## src/rtl/snake_pkg.sv

```systemverilog
// Shared types and constants for the snake control block.
// State encoding, direction codes, default sizes and the reverse-direction test.
package snake_pkg;

    localparam int unsigned DEF_INIT_LEN = 4;
    localparam int unsigned DEF_MAX_LEN  = 64;
    localparam int unsigned DEF_ADDR_W   = 11;

    // Default head position written by the datapath while seeding.
    localparam logic [7:0] DEF_X = 8'd80;
    localparam logic [6:0] DEF_Y = 7'd60;

    // [2]=vertical axis; vertical uses [1] (1: y+1), horizontal uses [0] (1: x+1).
    localparam logic [2:0] DIR_UP    = 3'b100;
    localparam logic [2:0] DIR_DOWN  = 3'b110;
    localparam logic [2:0] DIR_LEFT  = 3'b000;
    localparam logic [2:0] DIR_RIGHT = 3'b001;

    typedef enum logic [4:0] {
        S_IDLE,
        S_SEED_RST,
        S_SEED,
        S_DI_RST,
        S_DI_RD,
        S_DI_DRAW,
        S_WAIT,
        S_MOVE,
        S_UPD,
        S_SH_RD,
        S_SH_LATCH,
        S_SH_WR,
        S_APPEND,
        S_ERASE,
        S_HD_RST,
        S_HD_RD,
        S_HD_DRAW,
        S_DEAD
    } state_e;

    // Same axis but opposite sign means the snake would turn into itself.
    function automatic logic is_reverse(
        input logic [2:0] cur,
        input logic [2:0] req
    );
        if (cur[2] != req[2]) begin
            return 1'b0;
        end
        return cur[2] ? (cur[1] != req[1]) : (cur[0] != req[0]);
    endfunction

endpackage

```

## src/rtl/snake_draw_cnt.sv

```systemverilog
// Two-bit sub-cell counter shared by all draw states of snake_control.
// Ports: clk, rst (async active-low), en_i, cnt_o (sub-cell index), done_o (last sub-cell).
module snake_draw_cnt (
    input  logic       clk,
    input  logic       rst,
    input  logic       en_i,
    output logic [1:0] cnt_o,
    output logic       done_o
);

    logic [1:0] cnt_q;
    logic [1:0] cnt_d;

    // Wraps to 0 after the 4th sub-cell, and sits at 0 outside draw states.
    always_comb begin
        cnt_d = 2'd0;
        if (en_i) begin
            cnt_d = cnt_q + 2'd1;
        end
    end

    always_ff @(posedge clk or negedge rst) begin
        if (!rst) begin
            cnt_q <= 2'd0;
        end else begin
            cnt_q <= cnt_d;
        end
    end

    assign cnt_o  = cnt_q;
    assign done_o = en_i && (cnt_q == 2'd3);

endmodule

```

## src/rtl/snake_control.sv

```systemverilog
// Sequencer for the snake datapath: seed body, then per tick move, shift, check, erase/grow, draw.
// Ports: clk, rst (async active-low), go, tick, dir_in, grow, isDead in; datapath strobes,
// cnt_status, dir, colour, busy, dead, length out.
module snake_control
    import snake_pkg::*;
#(
    parameter int unsigned INIT_LEN = DEF_INIT_LEN,
    parameter int unsigned MAX_LEN  = DEF_MAX_LEN,
    parameter int unsigned ADDR_W   = DEF_ADDR_W
) (
    input  logic              clk,
    input  logic              rst,
    input  logic              go,
    input  logic              tick,
    input  logic [2:0]        dir_in,
    input  logic              grow,
    input  logic              isDead,
    output logic              ld_head,
    output logic              ld_q_def,
    output logic              inc_address,
    output logic              rst_address,
    output logic              draw_q,
    output logic              update_head,
    output logic              ld_head_into_prev,
    output logic              ld_q_into_curr,
    output logic              ld_prev_into_q,
    output logic              ld_curr_into_prev,
    output logic              draw_curr,
    output logic [1:0]        cnt_status,
    output logic [2:0]        dir,
    output logic              colour,
    output logic              busy,
    output logic              dead,
    output logic [ADDR_W-1:0] length
);

    localparam logic [ADDR_W-1:0] LEN_INIT = ADDR_W'(INIT_LEN);
    localparam logic [ADDR_W-1:0] LEN_MAX  = ADDR_W'(MAX_LEN);
    localparam logic [ADDR_W-1:0] ONE      = ADDR_W'(1);

    state_e            state_q, state_d;
    logic [ADDR_W-1:0] len_q, len_d;
    logic [ADDR_W-1:0] addr_q, addr_d;
    logic [2:0]        dir_q, dir_d;
    logic              grow_q, grow_d;

    logic draw_en;
    logic draw_done;
    logic last_addr;

    assign draw_en = (state_q == S_DI_DRAW)
                  || (state_q == S_ERASE)
                  || (state_q == S_HD_DRAW);

    snake_draw_cnt u_cnt (
        .clk    (clk),
        .rst    (rst),
        .en_i   (draw_en),
        .cnt_o  (cnt_status),
        .done_o (draw_done)
    );

    // Mirror of the RAM address register; loops end on the last body slot.
    assign last_addr = (addr_q == len_q - ONE);

    always_comb begin
        state_d           = state_q;
        len_d             = len_q;
        dir_d             = dir_q;
        grow_d            = grow_q;
        ld_head           = 1'b0;
        ld_q_def          = 1'b0;
        inc_address       = 1'b0;
        rst_address       = 1'b0;
        draw_q            = 1'b0;
        update_head       = 1'b0;
        ld_head_into_prev = 1'b0;
        ld_q_into_curr    = 1'b0;
        ld_prev_into_q    = 1'b0;
        ld_curr_into_prev = 1'b0;
        draw_curr         = 1'b0;
        colour            = 1'b1;

        unique case (state_q)
            S_IDLE, S_DEAD: begin
                if (go) begin
                    state_d = S_SEED_RST;
                    len_d   = LEN_INIT;
                    dir_d   = DIR_UP;
                    grow_d  = 1'b0;
                end
            end
            S_SEED_RST: begin
                rst_address = 1'b1;
                state_d     = S_SEED;
            end
            S_SEED: begin
                ld_q_def    = 1'b1;
                inc_address = 1'b1;
                if (last_addr) begin
                    ld_head = 1'b1;
                    state_d = S_DI_RST;
                end
            end
            S_DI_RST: begin
                rst_address = 1'b1;
                state_d     = S_DI_RD;
            end
            S_DI_RD: begin
                state_d = S_DI_DRAW;
            end
            S_DI_DRAW: begin
                draw_q = 1'b1;
                if (draw_done) begin
                    inc_address = 1'b1;
                    state_d = last_addr ? S_WAIT : S_DI_RD;
                end
            end
            S_WAIT: begin
                grow_d = grow_q | grow;
                if (tick) begin
                    state_d = S_MOVE;
                    if (!is_reverse(dir_q, dir_in)) begin
                        dir_d = dir_in;
                    end
                end
            end
            S_MOVE: begin
                ld_head_into_prev = 1'b1;
                rst_address       = 1'b1;
                state_d           = S_UPD;
            end
            S_UPD: begin
                update_head = 1'b1;
                state_d     = S_SH_RD;
            end
            S_SH_RD: begin
                state_d = S_SH_LATCH;
            end
            S_SH_LATCH: begin
                ld_q_into_curr = 1'b1;
                state_d = isDead ? S_DEAD : S_SH_WR;
            end
            S_SH_WR: begin
                // RAM write uses prev/address as they were before this edge.
                ld_prev_into_q    = 1'b1;
                ld_curr_into_prev = 1'b1;
                inc_address       = 1'b1;
                if (!last_addr) begin
                    state_d = S_SH_RD;
                end else if (grow_q && (len_q < LEN_MAX)) begin
                    state_d = S_APPEND;
                end else begin
                    state_d = S_ERASE;
                end
            end
            S_APPEND: begin
                // Old tail stays; written one slot past the previous end.
                ld_prev_into_q = 1'b1;
                len_d          = len_q + ONE;
                grow_d         = 1'b0;
                state_d        = S_HD_RST;
            end
            S_ERASE: begin
                colour    = 1'b0;
                draw_curr = 1'b1;
                if (draw_done) begin
                    state_d = S_HD_RST;
                end
            end
            S_HD_RST: begin
                rst_address = 1'b1;
                state_d     = S_HD_RD;
            end
            S_HD_RD: begin
                state_d = S_HD_DRAW;
            end
            S_HD_DRAW: begin
                draw_q = 1'b1;
                if (draw_done) begin
                    state_d = S_WAIT;
                end
            end
            default: begin
                state_d = S_IDLE;
            end
        endcase
    end

    always_comb begin
        addr_d = addr_q;
        if (rst_address) begin
            addr_d = '0;
        end else if (inc_address) begin
            addr_d = addr_q + ONE;
        end
    end

    always_ff @(posedge clk or negedge rst) begin
        if (!rst) begin
            state_q <= S_IDLE;
            len_q   <= LEN_INIT;
            addr_q  <= '0;
            dir_q   <= DIR_UP;
            grow_q  <= 1'b0;
        end else begin
            state_q <= state_d;
            len_q   <= len_d;
            addr_q  <= addr_d;
            dir_q   <= dir_d;
            grow_q  <= grow_d;
        end
    end

    assign dir    = dir_q;
    assign length = len_q;
    assign dead   = (state_q == S_DEAD);
    assign busy   = (state_q != S_IDLE)
                 && (state_q != S_WAIT)
                 && (state_q != S_DEAD);

endmodule

```

## config.mk

```make
export PLATFORM = sky130hd
export DESIGN_NAME = snake_control
export DESIGN_NICKNAME = d
export VERILOG_FILES = /design/src/rtl/snake_pkg.sv /design/src/rtl/snake_draw_cnt.sv /design/src/rtl/snake_control.sv
export SDC_FILE = /design/constraint.sdc
export NUM_CORES = 1
export LEC_CHECK = 0
export BUFFER_PORTS_ARGS = -buffer_cell sky130_fd_sc_hd__buf_2
export CAP_MARGIN = 20
export CORE_MARGIN = 3
export CORE_UTILIZATION = 55
export DETAILED_ROUTE_END_ITERATION = 16
export HOLD_SLACK_MARGIN = 0.06
export PLACE_DENSITY = 0.81
export SYNTH_ARGS = -nofsm -noshare
export SYNTH_HDL_FRONTEND = slang
export SYNTH_HIERARCHICAL = 1
export SYNTH_SLANG_ARGS = --single-unit
```

## constraint.sdc

```tcl
create_clock -name clk -period 3.11 [get_ports clk]
set_input_delay 0.311 -clock clk [delete_from_list [all_inputs] [get_ports clk]]
set_output_delay 0.311 -clock clk [all_outputs]
set_load 0.05 [all_outputs]
```

==> summary.md <==
| Metric | Value |
|---|---|
| Worst endpoint data arrival time | 2.69 ns |
| Area of the die | 0.005083 sq mm |
| Chip Height | 71.30 microns |
| DR WL met2 | 2768 microns |
| Net total in the final layout | 346 |
| Die extent in x | 71.30 microns |
| DR vias/cell | 5.813 |
| Post-CTS clock slew at the launch and capture registers of the worst setup and hold paths | 0.08 ns |
| Clk Tree Root Cell | clkbuf_8 |
| Relative max-transition margin | 43.53% |
| Global-route wire length before repair | 9991 microns |
| Overall power | 3.009 mW |
| Commonest cells after routing, fill and taps aside | 36 x buf_2, 30 x nor2_1, 30 x dfrtp_1, 23 x nand2_1, 19 x o21ai_0 |
| Detailed-routed wire length on met3 | 449 microns |
| Setup slack of the critical path after layout | 0.1078 ns |
| Worst slack after detailed placement | 0.2039 ns |
| Initial core utilization | 57.79% |
| Number of storage elements in the synthesis netlist | 33 |
| Clock period minus final worst setup slack | 3.002 ns |
| Area added between synthesis and finish | 18.41% |
| Count of port buffers added during placement | 38 |
| Starting DRC count in detailed routing | 180 |
| Reg-to-Reg End | state_q[1]$_DFFE_PN0P_ |
| Buffer levels on the longest clock path | 2 |
| TritonCTS clock tree | done |
| Area of the core | 0.004058 sq mm |
| Post-route design area | 0.002776 sq mm |
| Residual DRC count | 0 |
| Post-Route Hold Slack | 0.09258 ns |
| Fraction of final layout cells sized beyond drive strength 1 | 23.05% |
| Antenna diode count | 0 |
| Number of nets with antenna violations after detailed routing | 0 |
| CP startpoint kind | register |
| Number of flops mapped to enable cells by yosys | 0 |
| Reported max-cap violation count | 0 |
| Antenna violations before repair | 0 |
| Clock Latency Late Sink | 0.29 ns |
| FMAX | 333.1 MHz |
| Syn. warnings | 6 |
| Dominant cell type by area after synthesis | dfrtp_1 |
| Reg2reg start | length[4]$_DFFE_PN0P_ |
| Post-route met1 wirelength | 2570 microns |
| Class of the most critical hold timing path | input port to asynchronous set/reset pin |
| Share of the cycle needed by the critical path after routing | 96.53% |
| Count of placed standard cells in the final layout, fillers left out | 384 |
| Async SR Flop Fraction | 100.0% |
| Length in cells of the worst reg-to-reg path | 8 |
| Weighted congestion reported at the end of routability-driven placement | 0.8798 |
| Post-Syn Area | 0.002345 sq mm |
| CTS Sinks | 33 |
| Most common cell after layout, fill and taps aside | buf_2 |
| Post-synthesis area per instance | 8.113 sq um |
| Pre-antenna DRT Iters | 5 |
| Via total after detailed routing | 2232 |
| Highest Signal Layer | met4 |
| Data required time at the worst endpoint | 2.80 ns |
| Area after DPL | 0.002643 sq mm |
| Number of nets produced by synthesis | 302 |
| Detail Placement HPWL | 4330 microns |
| Yosys cell types | 50 |
| Final Hold Fails | 0 |
| CTS Buf Count | 5 |
| Sum of negative setup slack | 0 ns |
| Vias in the first global route | 2165 |
| Synth top area share | 33.08% |
| Maximum vdd ir drop | 546.0 uV |
| Worst setup path startpoint | length[4]$_DFFE_PN0P_ |
| Detailed-route wire length | 5855 microns |
| Number of slew-limit violations in the final report | 0 |
| Final setup vio count | 0 |
| Util after Layout | 68.42% |
| Power density relative to cell area | 1084 mW/mm^2 |
| Final Skew | 0.01275 ns |
| Cell total after placement | 374 |
| Setup repair after global routing missed its margin | no |
| Grt total ovfl | 0 |
| Prevailing post-synth register cell | dfrtp_1 |
| Actual transition at the worst max-transition pin | 0.8365 ns |
| Largest cells by area after synthesis | dfrtp_1 33%, xor2_1 5.6%, nor2_1 5.0%, xnor2_1 4.5%, a21oi_1 4.1% |
| Share of synthesized area occupied by flip-flops and latches | 35.33% |
| Type of the setup path with the least slack | register to output pin |
| Number of top-level design ports | 39 |
| Global-route usage over all layers | 24.79% |
| Pin count of the biggest net entering global routing | 34 |
| Std cell rows | 23 |
| Setup slack of the worst register-to-register path | 0.33 ns |
| Gate count of the mapped netlist | 289 |
| Type of element capturing the critical path | output pin |
| Leakage power of the design | 1.337 nW |
| Maximum fanout along the worst path | 5 |
| H-tree depth | 2 |
| Post-CTS Hold Fix Bufs | 0 |
| WL/cell | 15.25 microns |
| Status | finished clean |
worst max-delay path, cell delays in order (launching register included):
cell,delay [ns]
dfrtp_1,0.39
or4_4,0.57
or4_4,0.42
o32a_1,0.18
nand2_1,0.09
or4b_4,0.50
nor2_4,0.10
buf_6,0.16
metal layers:
metal / vias to the layer above / GRT usage (%)
met5: - / 0
met1: 1032 / 33.15
met2: 93 / 38.88
met3: 6 / 6.171
met4: 0 / 9.395
li1: 1101 / -
Yosys cell counts, types with 7 or more instances:
library cell and number:
o21ai_0 19, inv_1 14, nor2_1 31, xnor2_1 12, or3_1 7, dfrtp_1 31
a21oi_1 19, nand3_1 13, nand4_1 10, nand2_1 23, clkbuf_1 10, xor2_1 15
nor3_1 11
kinds of logic (layout without fill, tap and decap cells):
| kind of cell | Yosys count | count (layout) | share of synthesized area (%) |
|---|---|---|---|
| simple gates | 133 | 133 | 29.88 |
| compound gates | 57 | 57 | 14.84 |
| flops | 33 | 33 | 35.33 |
| buf+inv | 29 | 74 | 5.016 |
| xor+xnor | 27 | 27 | 10.09 |
| mux | 6 | 6 | 2.721 |
| fa+ha+maj | 4 | 4 | 2.135 |
registers in the layout (all words and copies together) (netlist names):
register     count
length          11
grow_q           1
dir              3
addr_q          11
state_q          5
u_cnt/cnt_o      2
worst max-delay path by stage:
stage,to,slack (ns),depth (start not counted)
global route,inc_address,0.01,10
detailed placement,ld_head,0.20,7
finish,ld_head,0.11,7
CTS,ld_head,0.005,7
global placement,ld_head,0.26,7
floorplan,ld_head,0.03,8
timing repair:
| item | CTS | global route |
|---|---|---|
| pin swaps | 0 | 3 |
| gates cloned | 0 | 0 |
| resized for setup | 2 | 3 |
| endpoints found under the setup margin | 1 | 2 |
| setup buffers | 1 | 1 |
power breakdown:
| group | leakage [nW] | internal (mW) | switching (mW) | total, mW |
|---|---|---|---|---|
| Sequential | 0.436 | 0.560 | 0.140 | 0.700 |
| Combinational | 0.847 | 0.672 | 1.28 | 1.95 |
| Clock | 0.0542 | 0.200 | 0.157 | 0.357 |
layout make-up:
class / count / area (sq um)
fill: 348 / 1281
clock inverter: 1 / 5.005
clock buffer: 7 / 96.34
inverter: 14 / 52.55
tap: 50 / 62.56
sequential: 33 / 829.5
multi-input combinational: 227 / 1426
timing repair buffer: 52 / 304.0
Note: power is estimated with default switching activity, not from simulation.
